--- src/rtl/rst_wdog.sv ---
// Watchdog and software reset-request source driving the active-low erst input of
// the reset synchronizer; produces one clean, minimum-width, rate-limited pulse and a sticky cause.
module rst_wdog #(
  parameter int CNTW    = 16,
  parameter int TIMEOUT = 50000,
  parameter int WARNLEN = 1000,
  parameter int PULSEW  = 8,
  parameter int HOLDOFF = 16
) (
  input  logic       clk,
  input  logic       rst,
  input  logic       wd_en,
  input  logic       kick,
  input  logic       sw_req,
  input  logic       cause_clr,
  output logic       erst,
  output logic       warn,
  output logic       busy,
  output logic [1:0] cause
);

  localparam logic [1:0] IDLE = 2'd0;
  localparam logic [1:0] RUN  = 2'd1;
  localparam logic [1:0] FIRE = 2'd2;
  localparam logic [1:0] HOLD = 2'd3;

  localparam logic [CNTW-1:0] TO_LD   = CNTW'(TIMEOUT - 1);
  localparam logic [CNTW-1:0] PW_LD   = CNTW'(PULSEW - 1);
  localparam logic [CNTW-1:0] HO_LD   = CNTW'(HOLDOFF - 1);
  localparam logic [CNTW-1:0] WARN_TH = CNTW'(WARNLEN);

  logic [1:0]      state, state_n;
  logic [CNTW-1:0] cnt, cnt_n;
  logic [1:0]      cause_set;
  logic            cnt_zero;

  function automatic logic [CNTW-1:0] cnt_dec(input logic [CNTW-1:0] v);
    return v - CNTW'(1);
  endfunction

  assign cnt_zero = (cnt == '0);

  always_comb begin
    state_n   = state;
    cnt_n     = cnt;
    cause_set = 2'b00;
    case (state)
      IDLE: begin
        if (sw_req) begin
          state_n      = FIRE;
          cnt_n        = PW_LD;
          cause_set[1] = 1'b1;
        end else if (wd_en) begin
          state_n = RUN;
          cnt_n   = TO_LD;
        end
      end
      RUN: begin
        if (sw_req) begin
          state_n      = FIRE;
          cnt_n        = PW_LD;
          cause_set[1] = 1'b1;
          // An expiry coinciding with the request is still recorded as a timeout.
          cause_set[0] = cnt_zero && !kick;
        end else if (!wd_en) begin
          state_n = IDLE;
          cnt_n   = '0;
        end else if (kick) begin
          cnt_n = TO_LD;
        end else if (!cnt_zero) begin
          cnt_n = cnt_dec(cnt);
        end else begin
          state_n      = FIRE;
          cnt_n        = PW_LD;
          cause_set[0] = 1'b1;
        end
      end
      FIRE: begin
        if (cnt_zero) begin
          state_n = HOLD;
          cnt_n   = HO_LD;
        end else begin
          cnt_n = cnt_dec(cnt);
        end
      end
      default: begin
        // Requests and kicks arriving during holdoff are dropped, not queued.
        if (cnt_zero) begin
          state_n = wd_en ? RUN : IDLE;
          cnt_n   = wd_en ? TO_LD : '0;
        end else begin
          cnt_n = cnt_dec(cnt);
        end
      end
    endcase
  end

  // Outputs are registered from the next state so erst switches on the deciding edge.
  always_ff @(posedge clk) begin
    if (rst) begin
      state <= IDLE;
      cnt   <= '0;
      erst  <= 1'b1;
      warn  <= 1'b0;
      busy  <= 1'b0;
      cause <= 2'b00;
    end else begin
      state <= state_n;
      cnt   <= cnt_n;
      erst  <= (state_n != FIRE);
      warn  <= (state_n == RUN) && (cnt_n < WARN_TH);
      busy  <= (state_n == FIRE) || (state_n == HOLD);
      cause <= (cause & ~{2{cause_clr}}) | cause_set;
    end
  end

endmodule

--- config.mk ---
export PLATFORM = sky130hd
export DESIGN_NAME = rst_wdog
export DESIGN_NICKNAME = d
export VERILOG_FILES = /design/src/rtl/rst_wdog.sv
export SDC_FILE = /design/constraint.sdc
export NUM_CORES = 1
export LEC_CHECK = 0
export BUFFER_PORTS_ARGS = -buffer_cell sky130_fd_sc_hd__buf_2
export CAP_MARGIN = 20
export CORE_MARGIN = 2
export CORE_UTILIZATION = 45
export CTS_BUF_LIST = sky130_fd_sc_hd__clkbuf_4 sky130_fd_sc_hd__clkbuf_8 sky130_fd_sc_hd__clkbuf_16
export CTS_CLUSTER_DIAMETER = 50
export DETAILED_ROUTE_END_ITERATION = 10
export PLACE_DENSITY = 0.69
export SYNTH_ARGS = -nofsm -noshare
export SYNTH_HDL_FRONTEND = slang
export SYNTH_SLANG_ARGS = --single-unit
--- constraint.sdc ---
create_clock -name clk -period 2.6 [get_ports clk]
set_clock_uncertainty 0.2 [all_clocks]
set_input_delay 0.39 -clock clk [delete_from_list [all_inputs] [get_ports clk]]
set_output_delay 0.39 -clock clk [all_outputs]
set_load 0.01 [all_outputs]
## Yosys cells after proc, flatten, opt, wreduce, memory -nomap -nowiden

Index checks and enable logic that the tools add are counted.

- Bits in writable memories: 0
- Memories: 0
- Bits in read-only memories: 0
- Word-level logic and storage cells: 51
- Output and inout port bits: 5
- Bits in latches: 0
- Flip-flop bits (word level): 23
- Input bits: 6

- Magnitude comparators: 1
- $add $sub $neg: 1
- Shift-type cells: 0
- Reduce and logical (&&, ||, !) cells: 7
- Muxes and demuxes: 27
- Multipliers: 0
- Bitwise logic cells: 3
- Div/mod/pow operators: 0
- Equality and inequality tests: 6

Operators with widths:

| cell | number |
|---|---|
| $mux 16 | 9 |
| $pmux 16 s3 | 1 |
| $logic_not 16->1 | 1 |
| $lt 16x10->1 const B | 1 |
| $mux 2 | 8 |
| $sub 16x1->16 const B | 1 |
| $mux 1 | 8 |
| $eq 2x2->1 const B | 3 |
| $pmux 2 s3 | 1 |
| $eq 2x1->1 const B | 2 |
| $and 2x2->2 | 1 |
| $logic_and 1x1->1 | 2 |
| $logic_not 2->1 | 1 |
| $ne 2x2->1 const B | 1 |
| $not 2->2 | 1 |
| $or 2x2->2 | 1 |
| $reduce_or 2->1 | 1 |
| $logic_not 1->1 | 1 |
| $logic_or 1x1->1 | 1 |

## Longest topological paths before layout

- Depth after elaboration: 8
- Gate-level depth with buffers: 9
- Gate-level depth less buffers: 9

## Worst setup path before layout

OpenSTA, ideal clock, no wires.

- Path kind: reg-to-reg
- From: register cnt[8]
- To: register warn
- Clock period less this slack: 2506 ps
- Library setup time: 130 ps
- Data required time: 2270 ps
- Cell stages (with the launch flop): 8
- Path buffers: 1
- Arrival time: 2176 ps
- Setup slack: 94 ps
- Path through: dfxtp_1 -> or4_4 -> or4_4 -> buf_6 -> or3_1 -> o311a_1 -> a211oi_2 -> a311oi_1

- Longest elaborated chain between the ends: 8
- Elaborated cells on any way between the ends: 21
- Those cells by class: 1 x add/sub; 1 x order compare; 1 x eq/ne; 16 x mux; 2 x reduce/logical

RTL lines:

| item | RTL line | text |
|---|---|---|
| start, declared | 33 | `logic [CNTW-1:0] cnt, cnt_n;` |
| start signal, assigned | 109 | `cnt <= cnt_n;` |
| $sub 16x1->16 / $logic_not 16->1 (equally long branches) | 38, 41 |  |
| $mux 16 / $mux 2 (equally long branches) | 70 | `end else if (!cnt_zero) begin` |
| $mux 16 / $mux 2 (equally long branches) | 68 | `end else if (kick) begin` |
| $mux 16 / $mux 2 (equally long branches) | 65 | `end else if (!wd_en) begin` |
| $mux 16 / $mux 2 (equally long branches) | 59 | `if (sw_req) begin` |
| $pmux 16 s3 / $pmux 2 s3 (equally long branches) | 47 | `case (state)` |
| $lt 16x10->1 / $eq 2x1->1 (equally long branches) | 111 | `warn <= (state_n == RUN) && (cnt_n < WARN_TH);` |
| $logic_and 1x1->1 * | 111 |  |
| end signal, assigned | 111 |  |
| end, declared | 17 | `output logic warn,` |

Every way passes the cells marked *; elsewhere a longest branch is shown, timed or not.
A chain may end at the register's enable or synchronous reset.

## Worst setup path after layout

- From: register cnt[10]
- To: register warn

Same word-level chain as after synthesis.

==> results.json <==
{
  "status": "finished, violations left",
  "violations": "negative setup slack",
  "synthArstFlopShare": 0,
  "synth_xor_area_frac": 0.0400,
  "cts_made_buffers": 3,
  "avgSynthCellArea_sq_um": 7.78,
  "clkTransAtPathRegs_ps": 140,
  "cp.required_ps": 2650,
  "grt_overflow": 0,
  "layout_min_cycle_time_ps": 2600,
  "synth_cells": 197,
  "timing.final.ws_setup_ps": -1.87,
  "synth_fa_ha_area_frac": 0.0163,
  "reg2reg_depth": 8,
  "port_buffers": 10,
  "grt_pass1_vias": 1413,
  "grt_max_degree": 21,
  "hold_violations": 0,
  "synth_edf_count": 0,
  "synth_top_family_by_area": "simple AND/OR/NAND/NOR gates",
  "antenna_found_initial": 0,
  "wl_per_cell_um": 15.6,
  "start_util": 0.463,
  "grt_pass1_wl_um": 7000,
  "die_w_um": 62.4,
  "peakVddDrop_mv": 0.231,
  "diodes": 0,
  "synthTopCellsByCount": "nor2_1, dfxtp_1, a21oi_1",
  "yosysMostFrequentCell": "nor2_1",
  "placementRows": 21,
  "finalCritPeriodShare": 1.00,
  "r2r_start": "cnt[10]$_SDFF_PP0_",
  "hold_slack_ps": 115,
  "fmax_ghz": 0.384,
  "dpl-instance-area_sq_um": 1690,
  "place_congestion": 0.930,
  "drtAntennaViolNets": 0,
  "post-route-util": 0.529,
  "cts-hold-fix-buffers": 0,
  "post-place-cells": 256,
  "rsz0062_at_grt": "yes",
  "synth_compound_gate_area_share": 0.279,
  "dr.first_iter.drc_count": 97,
  "clk_latency_ps": 330,
  "htreeDepth": 1,
  "yosysTopAreaCellShare": 0.300,
  "ys_types": 52,
  "p_leak_nw": 0.726,
  "vias": 1568,
  "nFillCells": 353,
  "synthFlopType": "dfxtp_1",
  "yosys_warnings": 0,
  "slew_headroom": 0.550,
  "routed_wl_um": 4110,
  "crit_path_start_kind": "flip-flop",
  "crit_arrival_ps": 2650,
  "finalInstanceArea_sq_um": 1750,
  "synthSimpleGateAreaFrac": 0.322,
  "end_kind": "flip-flop",
  "synthMuxAreaShare": 0,
  "crit_type": "flip-flop to flip-flop",
  "path_max_fanout": 6,
  "worst_pin_slew_ps": 673,
  "first_pass_iters": 4,
  "synth.top_cells.by_area": "dfxtp_1, nor2_1, a21oi_1",
  "syn_nets": 205,
  "io_pins": 11,
  "hold_class": "input port to flip-flop",
  "cts_root_buf": "clkbuf_4",
  "min_to": "cause[1]$_SDFF_PP0_",
  "die-area_sq_um": 3890,
  "rr_endpoint": "warn$_SDFF_PP0_",
  "vias_per_cell": 5.94,
  "cts.sinks": 23,
  "grt_usage": 0.226,
  "fp.coreArea_sq_um": 3310,
  "drive_above_1_share": 0.193,
  "hold_start": "cause_clr",
  "whs_path_depth": 3,
  "ys_ff_latch": 23,
  "clk_path_buf_depth": 2,
  "die_height_um": 62.4,
  "setup_viol": 1,
  "rrSetupSlack_ps": -2,
  "yosysTopAreaCell": "dfxtp_1",
  "seq_area_frac_synth": 0.300,
  "fin_cells": 264,
  "fin_nets": 227,
  "cts_tree": "yes",
  "drcViolationCount": 0,
  "timing.final.max_slew_violations": 0,
  "netlist_area_sq_um": 1530,
  "syn_to_final_growth_pct": 14.2,
  "hpwl_um": 3020,
  "powerDensity_nw_per_um2": 609,
  "max-cap-violations": 0
}
-- placed cells by master (no fill, tap or decap), drive strengths merged, types with 2 or more instances in the layout --
master and instances:
or3 2, o211a 2, xor2 6, a31oi 4
inv 6, or4 4, nand4b 2, or2 2
buf 26, o211ai 4, o31ai 2, ha 2
dfxtp 23, nor4 3, clkbuf 4, a31o 2
nor2 31, a21oi 14, nand2 12, a21o 4
nor2b 5, nand3 3, nand2b 6, a221oi 2
nand4 3, nor3 10, and2 2, o21ai 15
-- timing repair --
| action | CTS | global route |
|---|---|---|
| pin swaps | 1 | 1 |
| setup buffers | 0 | 4 |
| endpoints found under the setup margin | 1 | 4 |
| gates resized for setup | 0 | 1 |
-- worst max path at each step --
stage                                   from         endpoint  slack, ps  depth (start not counted)
after CTS                 cnt[10]$_SDFF_PP0_  warn$_SDFF_PP0_          1                          7
after global placement    cnt[10]$_SDFF_PP0_  warn$_SDFF_PP0_         50                          7
after floorplan            cnt[8]$_SDFF_PP0_  warn$_SDFF_PP0_         90                          7
after detailed placement  cnt[10]$_SDFF_PP0_  warn$_SDFF_PP0_          4                          7
after global routing      cnt[10]$_SDFF_PP0_  warn$_SDFF_PP0_       -160                          7
final                     cnt[10]$_SDFF_PP0_  warn$_SDFF_PP0_         -2                          8
-- report_power, final --
part | internal, mW | switching [mW]
clock | 0.0706 | 0.119
combinational | 0.192 | 0.259
sequential | 0.386 | 0.0394
total | 0.649 | 0.417
-- state kept, by name, summed over array words and instances, names as in the netlist --
| register | flops |
|---|---|
| warn | 1 |
| erst | 1 |
| busy | 1 |
| cnt | 16 |
| state | 2 |
| cause | 2 |
-- critical path, stage by stage, from the launching register on --
cell,delay (ps)
dfxtp_1,330
or4_4,580
or4_4,500
o21ai_4,240
buf_4,140
o211ai_1,80
nand2b_1,140
nand4_1,110
a311oi_1,200
-- layer usage --
layer	global-route usage	wire length (um)	vias up
met3	0.0272	218	3
met5	0	0	-
met1	0.313	1910	736
li1	-	-	769
met4	0.0778	31	0
met2	0.363	1950	60
-- cells by family after synthesis --
group | after synthesis
AND/OR/NAND/NOR | 88
AO/OA/AOI/OAI | 62
flip-flops | 23
buffers and inverters | 15
XOR/XNOR | 7
adder cells (fa/ha/maj) | 2
-- layout make-up --
class	instances	area (sq um)	share of cell area
sequential	23	460	0.263
timing repair buffer	26	170	0.0972
clock buffer	4	30.0	0.0172
inverter	6	22.5	0.0129
tap	46	57.6	0.0329
multi-input combinational	159	1010	0.577
-- stage by stage --
stage,setup WS [ps],total power [mW],setup TNS [ps]
2_1_floorplan,94.1,0.751,0
3_5_place_dp,4.24,0.864,0
3_3_place_gp,48.7,0.863,0
4_1_cts,1.21,1.05,0
5_1_grt,-158,1.13,-319
6_report,-1.87,1.07,-1.87
Note: power is estimated with default switching activity, not from simulation.
